==> src/rtl/mem_sweep_bank.sv <==
// Register-array bank over an arbitrary LEFT:RIGHT index range with one write port,
// one registered read port and a sweep engine (fill / index / invert / check).
//
// state | meaning
// IDLE  | accepting external writes, waiting for sweep_start
// SWEEP | one word per cycle at ptr, walking LEFT toward RIGHT
module mem_sweep_bank #(
  parameter int WIDTH  = 4,
  parameter int LEFT   = 16,
  parameter int RIGHT  = 14,
  parameter int ADDR_W = 5
) (
  input  logic              clock,
  input  logic              clear,
  input  logic              wr_en,
  input  logic [ADDR_W-1:0] wr_addr,
  input  logic [WIDTH-1:0]  wr_data,
  input  logic              rd_en,
  input  logic [ADDR_W-1:0] rd_addr,
  output logic [WIDTH-1:0]  rd_data,
  output logic              rd_valid,
  output logic              rd_err,
  input  logic              sweep_start,
  input  logic [1:0]        sweep_mode,
  input  logic [WIDTH-1:0]  sweep_data,
  output logic              busy,
  output logic              done,
  output logic              wr_drop,
  output logic [ADDR_W:0]   err_count
);

  localparam int LO    = (LEFT < RIGHT) ? LEFT : RIGHT;
  localparam int HI    = (LEFT < RIGHT) ? RIGHT : LEFT;
  localparam int DEPTH = HI - LO + 1;
  localparam int IDX_W = (DEPTH > 1) ? $clog2(DEPTH) : 1;
  localparam bit ASC   = (RIGHT >= LEFT);

  typedef enum logic {IDLE, SWEEP} state_t;

  state_t state, state_nx;
  logic [WIDTH-1:0]  mem [2**IDX_W];
  logic [ADDR_W-1:0] ptr;
  logic [1:0]        mode_q;
  logic [WIDTH-1:0]  data_q;
  logic [WIDTH-1:0]  cur_word;
  logic [WIDTH-1:0]  sweep_word;
  logic              wr_ok;
  logic              rd_ok;

  // Offset from the low bound; an address below LO wraps into the extra MSB and fails the compare.
  function automatic logic in_range(input logic [ADDR_W-1:0] a);
    return (({1'b0, a} - (ADDR_W+1)'(LO)) <= (ADDR_W+1)'(DEPTH - 1));
  endfunction

  assign wr_ok    = in_range(wr_addr);
  assign rd_ok    = in_range(rd_addr);
  assign cur_word = mem[IDX_W'(ptr - ADDR_W'(LO))];

  always_comb begin
    sweep_word = cur_word;
    case (mode_q)
      2'd0:    sweep_word = data_q;
      2'd1:    sweep_word = WIDTH'({{WIDTH{1'b0}}, ptr});
      2'd2:    sweep_word = ~cur_word;
      default: sweep_word = cur_word;
    endcase
  end

  always_comb begin
    state_nx = state;
    busy     = 1'b0;
    done     = 1'b0;
    case (state)
      IDLE: begin
        if (sweep_start) state_nx = SWEEP;
      end
      SWEEP: begin
        busy = 1'b1;
        if (ptr == ADDR_W'(RIGHT)) begin
          done     = 1'b1;
          state_nx = IDLE;
        end
      end
      default: state_nx = IDLE;
    endcase
  end

  always_ff @(posedge clock) begin
    if (clear) begin
      state     <= IDLE;
      ptr       <= ADDR_W'(LEFT);
      mode_q    <= 2'd0;
      data_q    <= '0;
      rd_data   <= '0;
      rd_valid  <= 1'b0;
      rd_err    <= 1'b0;
      wr_drop   <= 1'b0;
      err_count <= '0;
      for (int i = 0; i < 2**IDX_W; i++) mem[i] <= '0;
    end else begin
      state   <= state_nx;
      wr_drop <= wr_en && busy;

      if (state == IDLE && sweep_start) begin
        mode_q <= sweep_mode;
        data_q <= sweep_data;
        ptr    <= ADDR_W'(LEFT);
        if (sweep_mode == 2'd3) err_count <= '0;
      end else if (state == SWEEP) begin
        if (mode_q == 2'd3) begin
          if (cur_word != data_q && err_count != '1) err_count <= err_count + 1'b1;
        end else begin
          mem[IDX_W'(ptr - ADDR_W'(LO))] <= sweep_word;
        end
        ptr <= ASC ? ptr + 1'b1 : ptr - 1'b1;
      end

      // Sweep writes only happen in SWEEP, so they never collide with this port.
      if (wr_en && !busy && wr_ok) mem[IDX_W'(wr_addr - ADDR_W'(LO))] <= wr_data;

      rd_valid <= rd_en;
      if (rd_en) begin
        rd_data <= rd_ok ? mem[IDX_W'(rd_addr - ADDR_W'(LO))] : '0;
        rd_err  <= !rd_ok;
      end else begin
        rd_err  <= 1'b0;
      end
    end
  end

endmodule

==> config.mk <==
export PLATFORM = sky130hd
export DESIGN_NAME = mem_sweep_bank
export DESIGN_NICKNAME = d
export VERILOG_FILES = /design/src/rtl/mem_sweep_bank.sv
export SDC_FILE = /design/constraint.sdc
export NUM_CORES = 1
export LEC_CHECK = 0
export BUFFER_PORTS_ARGS = -buffer_cell sky130_fd_sc_hd__buf_4
export CORE_ASPECT_RATIO = 0.6
export CORE_UTILIZATION = 40
export CTS_BUF_LIST = sky130_fd_sc_hd__clkbuf_2 sky130_fd_sc_hd__clkbuf_4 sky130_fd_sc_hd__clkbuf_8
export DETAILED_ROUTE_END_ITERATION = 10
export PLACE_DENSITY_LB_ADDON = 0.25
export SYNTH_ARGS = -nofsm -noshare
export SYNTH_HDL_FRONTEND = slang
export SYNTH_SLANG_ARGS = --single-unit
==> constraint.sdc <==
create_clock -name clock -period 2.1 [get_ports clock]
set_clock_uncertainty 0.2 [all_clocks]
set_input_delay 0.315 -clock clock [delete_from_list [all_inputs] [get_ports clock]]
set_output_delay 0.315 -clock clock [all_outputs]
set_load 0.1 [all_outputs]
==> impl_results.md <==
- Result of the run: completed
- Per-cell via count in the routed design: 5.29
- Row count: 20
- Final-layout setup total negative slack: 0 ps
- Fraction of the yosys area taken by sequential cells: 0.437
- Power density of the placed cells: 600 nW/um^2
- Wire length on met3: 283 um
- Critical Path End Type: flop
- Unrepaired setup endpoints after global routing: yes
- Fin nets: 307
- Inst Count DP: 334
- Number of buffers inserted by hold repair at cts: 0
- First-pass detailed-route iteration total: 4
- Critical path peak fanout: 4
- Initial antenna violation count: 0
- Synth Warn #: 0
- First-pass GRT wire length: 8340 um
- Cell taking the most area after synthesis: sky130_fd_sc_hd__dfxtp_1
- Netlist area before placement: 2240 sq um
- Setup violations, final: 0
- CP max stage delay: 560 ps
- Horiz. Die Dim: 98.7 um
- Total routed wire length on the met1 layer: 2920 um
- Post-route total power: 1810 uW
- Hold Crit Class: in -> reg
- Placed wire-length estimate: 4150 um
- Type of element launching the critical path: flop
- Full die area: 5920 sq um
- Worst supply voltage drop on vdd: 0.271 mV
- Largest net degree at the start of global routing: 18
- Tot GR Track Use: 0.193
- Final number of hold-violating endpoints: 0
- Share of the synthesized area in the top cell type: 0.223
- Weighted congestion reported at the end of routability-driven placement: 0.838
- Die Y: 60.0 um
- Count of unique library cells instantiated by Yosys: 40
- Worst path top cell family by delay: multiplexers
- Most common cell after layout, fill and taps aside: sky130_fd_sc_hd__buf_4
- Portion of the clock cycle consumed by the worst path in the final layout: 0.994
- Initial DRC count: 130
- Setup ws final: 13.3 ps
- I/O pin count: 40
- Count of unresolved DRC violations after routing: 0
- Flip-flop cell with the highest count after synthesis: sky130_fd_sc_hd__dfxtp_1
- Via count: 1820
- Highest-count cells in the layout ignoring fill and taps: sky130_fd_sc_hd__buf_4 (57), sky130_fd_sc_hd__nor2_1 (27), sky130_fd_sc_hd__dfxtp_1 (18)
- Flop-to-flop setup slack: 10 ps
- Initial Util: 0.429
- Clock latency of the later-clocked register in the worst-skew pair: 310 ps
- Pins over their slew limit: 0
- Arr. time, crit path: 1960 ps
- Worst path buffer plus inverter count: 1
- Num CTS Buffers: 5
- Final Instance Count excl. Fillers: 344
- Clock Pin Slew Worst Setup and Hold Paths: 90 ps
- Cells after Synth: 219
- Top layer in use: met4
- Async set-reset flop share out of synthesis: 0
- Tmin final: 2090 ps
- Routed wirelength normalized by instance count: 15.6 um
- Average cell area after synthesis: 10.2 sq um
- TritonCTS clock tree: built
- GRT overflow: 0
- H-Tree Depth: 2
- Count of nets left with antenna violations after detail routing: 0
- Leak Pwr: 0.00118 uW
- Largest cells by area after synthesis: sky130_fd_sc_hd__dfxtp_1 (22%), sky130_fd_sc_hd__edfxtp_1 (21%), sky130_fd_sc_hd__mux4_2 (8.0%)
- Worst path cell trace: mux4_2, xnor2_2, a21oi_2, a22oi_2, buf_6, nor2_2
- Total wirelength of the detailed-routed design: 5370 um
- Number of diodes: 0
- Transition time of the tightest slew-check pin: 456 ps
- Relative slew slack: 0.696
- Post-synth EDFFs: 16
- I/O Buffers: 39
- Layout area overhead: 34.6%
- Max-cap violations: 0
- Number of buffers on the longest clock path: 2
- Fraction of final layout cells with drive strength greater than 1: 0.432
- Buffer cell driving the clock tree root: sky130_fd_sc_hd__clkbuf_8
- Vias in the first global route: 1647
- Data required time of the worst path: 1980 ps
- Sink Count: 41
- Cell with the largest stage delay on the worst path: sky130_fd_sc_hd__mux4_2
- Worst setup path category: reg -> reg
- Setup slack at placement: -276 ps
- Number of register bits inferred by synthesis: 41
- Net count of the mapped netlist: 249
- Area inside the core boundary: 5230 sq um
- Sum of met2 wire segment lengths after detailed routing: 2070 um
- Highest Clock Rate: 479 MHz
-- cell usage after synthesis, types with 2 or more instances --
master,number
sky130_fd_sc_hd__a211oi_1,6
sky130_fd_sc_hd__a21oi_1,8
sky130_fd_sc_hd__a22oi_1,4
sky130_fd_sc_hd__a31o_2,2
sky130_fd_sc_hd__a31oi_1,5
sky130_fd_sc_hd__a32oi_1,2
sky130_fd_sc_hd__and3_1,2
sky130_fd_sc_hd__buf_2,3
sky130_fd_sc_hd__clkbuf_1,8
sky130_fd_sc_hd__dfxtp_1,25
sky130_fd_sc_hd__edfxtp_1,16
sky130_fd_sc_hd__ha_1,5
sky130_fd_sc_hd__inv_1,14
sky130_fd_sc_hd__mux2i_1,5
sky130_fd_sc_hd__mux4_2,8
sky130_fd_sc_hd__nand2_1,12
sky130_fd_sc_hd__nand2b_1,5
sky130_fd_sc_hd__nand3_1,14
sky130_fd_sc_hd__nand4_1,2
sky130_fd_sc_hd__nor2_1,30
sky130_fd_sc_hd__nor2b_1,8
sky130_fd_sc_hd__nor3_1,2
sky130_fd_sc_hd__o2111ai_1,2
sky130_fd_sc_hd__o211ai_2,3
sky130_fd_sc_hd__o21ai_0,3
sky130_fd_sc_hd__or2_2,3
sky130_fd_sc_hd__xnor2_1,6
sky130_fd_sc_hd__xnor2_2,4
-- area by class of cell --
class	count	area [sq um]
clock buffer	5	68.8
multi-input combinational	152	1280
fill	447	2210
timing repair buffer	63	504
inverter	14	60.1
clock inverter	3	25.0
sequential	41	997
tap	66	82.6
-- timing repair --
item | 4_1_cts | 5_1_grt
endpoints found under the hold margin | 0 | 0
pin swaps | 0 | 5
gates resized for setup | 7 | 22
setup endpoints to repair | 15 | 28
buffers inserted | 0 | 2
-- registers in the layout (all words and copies together), names as in the netlist --
name / count
rd_data: 4
mem: 16
mode_q: 2
state: 1
err_count: 6
ptr: 5
rd_err: 1
rd_valid: 1
data_q: 4
wr_drop: 1
-- worst paths after layout --
| path | from | to | cells after the start |
|---|---|---|---|
| setup / recovery | mem[1][2] | mem[2][2] | 6 |
| hold / removal | sweep_data[2] | data_q[2] | 3 |
| hold reg to reg | rd_data[2] | rd_data[2] | 2 |
| setup reg to reg | mem[1][2] | mem[2][2] | 6 |
-- kinds of logic after synthesis --
group,share of synthesized area
and+or+nand+nor,0.189
xor gates and xnor gates,0.0563
adders and majority gates,0.0279
DFF,0.437
buffers and inverters,0.0485
AOI/OAI and AO/OA,0.128
muxes,0.113
-- per-layer routing --
layer / GRT usage / vias to the layer above
li1: - / 904
met2: 0.263 / 55
met5: 0 / -
met1: 0.293 / 851
met4: 0.0704 / 0
met3: 0.0468 / 10
-- worst min-delay path, cell delays in order --
cell and delay (ps):
sky130_fd_sc_hd__buf_4 80, sky130_fd_sc_hd__mux2i_1 50, sky130_fd_sc_hd__nor2_1 70
-- per-stage QoR --
| stage | utilization | hold WS, ps | instance area, sq um |
|---|---|---|---|
| 2_1_floorplan | - | 254 | 2330 |
| 3_3_place_gp | 0.537 | 259 | 2810 |
| 3_5_place_dp | 0.537 | 272 | 2810 |
| 4_1_cts | 0.559 | 40.0 | 2920 |
| 5_1_grt | 0.577 | 50.5 | 3020 |
| 6_report | 0.577 | 47.5 | 3020 |
-- report_power, final --
group / internal, uW / switching (uW)
combinational: 174 / 200
clock: 240 / 302
sequential: 861 / 35.6
Power figures use the tool's default switching activity.
